--- src/rtl/uart_pkg.sv ---
// Shared types and frame constants for the UART transmit engine.
// Frame length depends on the UART_TX_PARITY_EN macro.
package uart_pkg;

  typedef enum logic [2:0] {
    IDLE   = 3'd0,
    START  = 3'd1,
    DATA   = 3'd2,
    PARITY = 3'd3,
    STOP   = 3'd4
  } tx_state_e;

  localparam int DATA_BITS = 8;

`ifdef UART_TX_PARITY_EN
  localparam int FRAME_BITS = 11;
`else
  localparam int FRAME_BITS = 10;
`endif

  // Clocks per bit; integer truncation is intended.
  function automatic int baud_div(input int clk_hz, input int baud);
    return clk_hz / baud;
  endfunction

endpackage

--- src/rtl/baud_tick_gen.sv ---
// Bit-period counter: counts 0..DIV-1 and pulses tick on the last count.
// clear holds the counter at 0 so the first bit of a frame is a full period.
module baud_tick_gen #(
  parameter int DIV = 10
) (
  input  logic clk,
  input  logic reset,
  input  logic clear,
  output logic tick
);

  localparam int CNT_W = (DIV > 1) ? $clog2(DIV) : 1;
  localparam logic [CNT_W-1:0] LAST = CNT_W'(DIV - 1);

  logic [CNT_W-1:0] cnt;

  // NOTE: sequential state uses non-blocking assignments so every flop
  // samples pre-edge values, independent of process evaluation order.
  always_ff @(posedge clk or posedge reset) begin
    if (reset) begin
      cnt <= '0;
    end else if (clear || (cnt == LAST)) begin
      cnt <= '0;
    end else begin
      cnt <= cnt + 1'b1;
    end
  end

  assign tick = !clear && (cnt == LAST);

endmodule

--- src/rtl/uart_tx_engine.sv ---
// UART transmitter that pops bytes from a show-ahead FIFO and serializes them.
// Define UART_TX_PARITY_EN to append an even-parity bit (11-bit frame).
module uart_tx_engine
  import uart_pkg::*;
#(
  parameter int CLK_HZ = 100_000_000,
  parameter int BAUD   = 9600
) (
  input  logic       clk,
  input  logic       reset,
  input  logic       fifo_empty,
  input  logic [7:0] fifo_rdata,
  output logic       fifo_rd,
  output logic       tx,
  output logic       tx_busy
);

  localparam int DIV = baud_div(CLK_HZ, BAUD);

  tx_state_e              state_q, state_d;
  logic [DATA_BITS-1:0]   data_q, data_d;
  logic [2:0]             idx_q, idx_d;
  logic                   tx_q, tx_d;
  logic                   tick;
  logic                   clear;

  // Counter is held at zero while idle so START gets exactly DIV clocks.
  assign clear = (state_q == IDLE);

  baud_tick_gen #(.DIV(DIV)) u_baud (
    .clk   (clk),
    .reset (reset),
    .clear (clear),
    .tick  (tick)
  );

  // tx_d carries the level of the state being entered, so the registered
  // line changes on the same edge as the state.
  always_comb begin
    // NOTE: every output gets a default first; otherwise paths that skip an
    // assignment would infer latches.
    state_d = state_q;
    data_d  = data_q;
    idx_d   = idx_q;
    tx_d    = tx_q;
    fifo_rd = 1'b0;

    unique case (state_q)
      IDLE: begin
        tx_d = 1'b1;
        if (!fifo_empty && !reset) begin
          fifo_rd = 1'b1;
          data_d  = fifo_rdata;
          state_d = START;
          tx_d    = 1'b0;
        end
      end
      START: begin
        if (tick) begin
          state_d = DATA;
          idx_d   = '0;
          tx_d    = data_q[0];
        end
      end
      DATA: begin
        if (tick) begin
          if (idx_q == 3'(DATA_BITS - 1)) begin
            idx_d = '0;
`ifdef UART_TX_PARITY_EN
            state_d = PARITY;
            tx_d    = ^data_q;
`else
            state_d = STOP;
            tx_d    = 1'b1;
`endif
          end else begin
            idx_d = idx_q + 3'd1;
            tx_d  = data_q[idx_q + 3'd1];
          end
        end
      end
      PARITY: begin
`ifdef UART_TX_PARITY_EN
        if (tick) begin
          state_d = STOP;
          tx_d    = 1'b1;
        end
`else
        state_d = IDLE;
        tx_d    = 1'b1;
`endif
      end
      STOP: begin
        if (tick) begin
          state_d = IDLE;
          tx_d    = 1'b1;
        end
      end
      default: begin
        state_d = IDLE;
        tx_d    = 1'b1;
      end
    endcase
  end

  always_ff @(posedge clk or posedge reset) begin
    if (reset) begin
      state_q <= IDLE;
      data_q  <= '0;
      idx_q   <= '0;
      tx_q    <= 1'b1;
    end else begin
      state_q <= state_d;
      data_q  <= data_d;
      idx_q   <= idx_d;
      tx_q    <= tx_d;
    end
  end

  assign tx      = tx_q;
  assign tx_busy = (state_q != IDLE);

endmodule

--- config.mk ---
export PLATFORM = sky130hd
export DESIGN_NAME = uart_tx_engine
export DESIGN_NICKNAME = d
export VERILOG_FILES = /design/src/rtl/uart_pkg.sv /design/src/rtl/baud_tick_gen.sv /design/src/rtl/uart_tx_engine.sv
export SDC_FILE = /design/constraint.sdc
export NUM_CORES = 1
export LEC_CHECK = 0
export ABC_CLOCK_PERIOD_IN_PS = 4300
export CAP_MARGIN = 25
export CORE_MARGIN = 10
export CORE_UTILIZATION = 45
export DETAILED_ROUTE_END_ITERATION = 8
export PLACE_DENSITY_LB_ADDON = 0.15
export SYNTH_ARGS = -nofsm -noshare
export SYNTH_HDL_FRONTEND = slang
export SYNTH_SLANG_ARGS = --single-unit
--- constraint.sdc ---
create_clock -name clk -period 4.3 [get_ports clk]
set_clock_uncertainty 0.15 [all_clocks]
set_input_delay 1.075 -clock clk [delete_from_list [all_inputs] [get_ports clk]]
set_output_delay 1.075 -clock clk [all_outputs]
set_load 0.01 [all_outputs]
==> impl_metrics.yaml, run 1 <==
outcome:
  status: "finished clean"
critical_path:
  cp_slowest_cell: "clkdlybuf4s50_1"
  path_class: "input port to output pin"
  critPathMaxStageDelay_ps: 540
  end_kind: "output pin"
  cp.required_ps: 3070
  critical_path.startpoint_type: "input port"
  path_cells: "clkdlybuf4s50_1, or3_1, inv_1, clkdlybuf4s50_1"
  critPathMaxFanout: 4
  arrival_ps: 2590
  crit_path_frequent_cell: "clkdlybuf4s50_1"
place:
  dp_hpwl_um: 2130
  gp_congestion: 0.758
  dpl-instance-area_um2: 1710
  port_buffers: 13
clock_network:
  cts_tree: "done"
  clk_pin_slew_worst_paths_ps: 80
  root_buffer: "clkbuf_4"
  numClockSinks: 29
  cts_buffers: 5
  clk_latency_ps: 320
  holdBufCountCts: 0
  cts_setup_buffers: 0
  cts_resized: 0
  htree_levels: 2
  clockBufferDepth: 2
floorplanning:
  dieArea_um2: 6100
  start_util: 0.459
  rows: 21
  core_um2: 3310
  io_pins: 14
  fp.dieH_um: 78.1
  fp.dieW_um: 78.1
power_and_ir_drop:
  ir_worst_vdd_v: 0.000156
  p_leak_nw: 0.749
  powerDensity_nw_per_um2: 377
  finalPower_mw: 0.662
worst_hold_path:
  hold_class: "flip-flop to flip-flop"
route:
  wl_met3_um: 129
  wl_per_cell_um: 14.2
  finalWirelength_um: 2960
  postRouteAntennaNets: 0
  firstDrtPassIters: 4
  wl_met2_um: 1290
  highest_layer: "met4"
  met1_length_um: 1480
  vias: 1141
  first_iter_violations: 99
  routed_via_density: 5.46
  route.detailed.drc: 0
timing:
  worst_pin_slew_ps: 773
  hold_viol_final: 0
  report.final.slew_viol_count: 0
  setup_viol: 0
  timing.setup.tns_ps: 0
  min_period_ps: 3820
  max_freq_mhz: 262
  slew_headroom: 0.480
  rsz0062_at_grt: "false"
  period_share: 0.888
synth:
  synth.area.top_cells: "dfrtp_1, mux2_2, xor2_1, nor2_1, mux2i_1"
  yosysSeqAreaShare: 0.478
  synth_cells: 150
  synth-edff-count: 0
  async_flop_share: 1.00
  ys_ff_latch: 29
  synthTopCellsByCount: "dfrtp_1, nor2_1, xor2_1"
  ys.flop_type: "dfrtp_1"
  synth_cell_type_count: 36
  synth_top_area_cell: "dfrtp_1"
  avgSynthCellArea_um2: 10.1
  synth_nets: 164
  synthMostInstantiatedCell: "dfrtp_1"
  yosysTopAreaCellShare: 0.461
  synth_area_um2: 1520
  yosys_warnings: 0
grt:
  antenna_found_initial: 0
  grt_max_degree: 24
  grt_overflow: 0
  track_usage: 0.105
  grt_pass1_wl_um: 5150
  grt_pass1_vias: 1078
final_layout:
  nNetsFinal: 178
  final_layout_size_suffix_gt1_frac: 0.129
  diodes: 0
  area_delta_synth_final_pct: 15.3
  stdcell_area_um2: 1750
flow_run:
  cap_violations: 0
[state kept, by name (all words and copies together) (netlist names)]
| register | flops |
|---|---|
| tx | 1 |
| data_q | 8 |
| state_q | 3 |
| u_baud.cnt | 14 |
| idx_q | 3 |
[critical path: cells and delay by family]
family / cells / cell delay [ps]
simple gates: 1 / 440
buf+inv: 3 / 1080
[per-stage QoR]
stage	util	std cells	hold slack (ps)	worst slack [ps]
3_3_place_gp	0.508	202	311	482
3_5_place_dp	0.517	203	326	492
5_1_grt	0.529	209	386	428
2_1_floorplan	-	150	298	1320
4_1_cts	0.529	209	344	477
6_report	0.529	209	346	480
[kinds of logic after synthesis]
kind of cell / synth area share
adders and majority gates: 0.0247
DFF: 0.478
xor gates and xnor gates: 0.0634
muxes: 0.0856
and+or+nand+nor: 0.235
buffers and inverters: 0.0288
AOI/OAI and AO/OA: 0.0848
[layer usage]
metal,GRT usage,vias up
li1,-,570
met1,0.135,542
met2,0.147,22
met3,0.0421,7
met4,0.0591,0
met5,0,-
[power breakdown]
part	switching [mW]	internal, mW	total [mW]	leakage, nW
Combinational	0.0603	0.0808	0.141	0.348
Sequential	0.0509	0.325	0.376	0.374
Clock	0.0875	0.0565	0.144	0.0269
[cell type report]
class	instances	area, um2
inverter	3	11.3
timing repair buffer	15	165
multi-input combinational	110	749
clock inverter	1	5.00
sequential	29	727
fill	321	1560
tap	46	57.6
clock buffer	5	37.5
[cell usage in the layout (no fill, tap or decap), drive strengths merged, types with 5 or more instances in the layout]
cell,synthesis,routed
a21oi,5,5
clkbuf,6,5
clkdlybuf4s50,0,13
dfrtp,28,28
mux2,8,8
nand2,8,8
nand3,5,5
nand4,6,6
nor2,16,16
o21ai,6,6
xor2,10,10
[path summary, 6_finish.rpt]
path | from | to | slack (ps) | cells past startpoint
max in group asynchronous | reset | tx | 2550 | 3
worst min register to register | u_baud.cnt[0] | u_baud.cnt[0] | 350 | 1
worst max-delay path | reset | fifo_rd | 480 | 4
min in group asynchronous | reset | data_q[1] | 950 | 2
worst max register to register | u_baud.cnt[6] | idx_q[2] | 1660 | 4
worst min-delay path | u_baud.cnt[0] | u_baud.cnt[0] | 350 | 1
Power figures use the tool's default switching activity.
==> inputs of run 2 (changes only) <==
Settings changed: CTS_CLUSTER_DIAMETER set to 40, RECOVER_POWER set to 25, REMOVE_ABC_BUFFERS set to 1.
==> impl_metrics.yaml, run 2 (same netlist as run 1, synthesis figures left out) <==
outcome:
  status: "finished clean"
timing:
  timing.setup.tns_ps: 0
  period_share: 0.905
  worst_pin_slew_ps: 1000
  max_freq_mhz: 257
  hold_viol_final: 0
  slew_headroom: 0.333
  rsz0062_at_grt: "false"
  min_period_ps: 3890
  report.final.slew_viol_count: 0
  setup_viol: 0
route:
  routed_via_density: 5.57
  route.detailed.drc: 0
  postRouteAntennaNets: 0
  first_iter_violations: 69
  wl_per_cell_um: 14.3
  firstDrtPassIters: 4
  vias: 1175
  finalWirelength_um: 3020
clock_network:
  clk_latency_ps: 340
  holdBufCountCts: 0
  cts_buffers: 5
  clk_pin_slew_worst_paths_ps: 100
  cts_tree: "done"
  numClockSinks: 29
  cts_setup_buffers: 0
  clockBufferDepth: 2
  htree_levels: 2
  root_buffer: "clkbuf_4"
  cts_resized: 0
floorplanning:
  fp.dieH_um: 78.1
  io_pins: 14
  core_um2: 3310
  rows: 21
  fp.dieW_um: 78.1
  dieArea_um2: 6100
  start_util: 0.459
critical_path:
  critical_path.startpoint_type: "input port"
  critPathMaxFanout: 4
  path_class: "input port to output pin"
  end_kind: "output pin"
  arrival_ps: 2670
  startpoint: "reset"
  cp.required_ps: 3070
  r2r_start: "u_baud.cnt[6]"
worst_hold_path:
  hold_class: "flip-flop to flip-flop"
  min_from: "u_baud.cnt[0]"
grt:
  grt_max_degree: 20
  grt_overflow: 0
  antenna_found_initial: 0
  grt_pass1_wl_um: 5340
  grt_pass1_vias: 1178
  track_usage: 0.107
place:
  port_buffers: 13
  dp_hpwl_um: 2270
  gp_congestion: 0.784
final_layout:
  largestRegisters: "u_baud.cnt x14, data_q x8"
  nNetsFinal: 178
  fillers: 320
  top_register: "u_baud.cnt"
  diodes: 0
  layout_common_cells: "dfrtp_1, nor2_1, clkdlybuf4s50_1, xor2_1"
  post-route-util: 0.536
  largest_register_ffs: 14
  final_common_cell: "dfrtp_1"
  area_delta_synth_final_pct: 16.8
  final_layout_size_suffix_gt1_frac: 0.133
flow_run:
  cap_violations: 0
power_and_ir_drop:
  p_leak_nw: 0.755
  powerDensity_nw_per_um2: 424
  ir_worst_vdd_v: 0.000260
run 2: power by group:
| part | total (mW) | switching [mW] | internal, mW |
|---|---|---|---|
| sequential | 0.375 | 0.0491 | 0.326 |
| clock | 0.240 | 0.102 | 0.138 |
| combinational | 0.138 | 0.0608 | 0.0777 |
| total | 0.753 | 0.212 | 0.541 |
run 2: layout make-up:
type	count	area, um2	area share
Clock inverter	2	37.5	0.0211
Timing Repair Buffer	15	141	0.0796
Tap cell	46	57.6	0.0324
Inverter	3	11.3	0.00634
Multi-Input combinational cell	110	749	0.422
Sequential cell	29	727	0.409
Clock buffer	6	51.3	0.0289
run 2: per-layer routing:
metal / global-route usage / vias to the layer above / share of wire
met5: 0 / - / 0
met4: 0.0520 / 0 / 0.020
met3: 0.0478 / 7 / 0.058
met2: 0.146 / 27 / 0.44
met1: 0.141 / 573 / 0.48
li1: - / 568 / -
run 2: critical path, stage by stage:
cell and delay (ps):
dlygate4sd3_1 590, or3_1 410, inv_1 60, clkdlybuf4s50_1 530
run 2: path summary, 6_finish.rpt:
kind	endpoint	slack, ps	depth (start not counted)
max	fifo_rd	410	4
min	u_baud.cnt[0]	350	1
max reg2reg	idx_q[2]	1670	4
min reg2reg	u_baud.cnt[0]	350	1
max in group asynchronous	idx_q[2]	1670	3
min in group asynchronous	data_q[5]	1070	2
run 2: per-stage QoR:
stage / hold WS (ps) / worst slack (ps) / total power [mW] / std cells / instance area (um2)
finish: 346 / 409 / 0.753 / 211 / 1780
global route: 382 / 348 / 0.803 / 211 / 1780
CTS: 348 / 511 / 0.766 / 211 / 1800
detailed placement: 331 / 511 / 0.525 / 203 / 1710
global placement: 322 / 536 / 0.514 / 202 / 1680
floorplan: 298 / 1360 / 0.463 / 142 / 1490
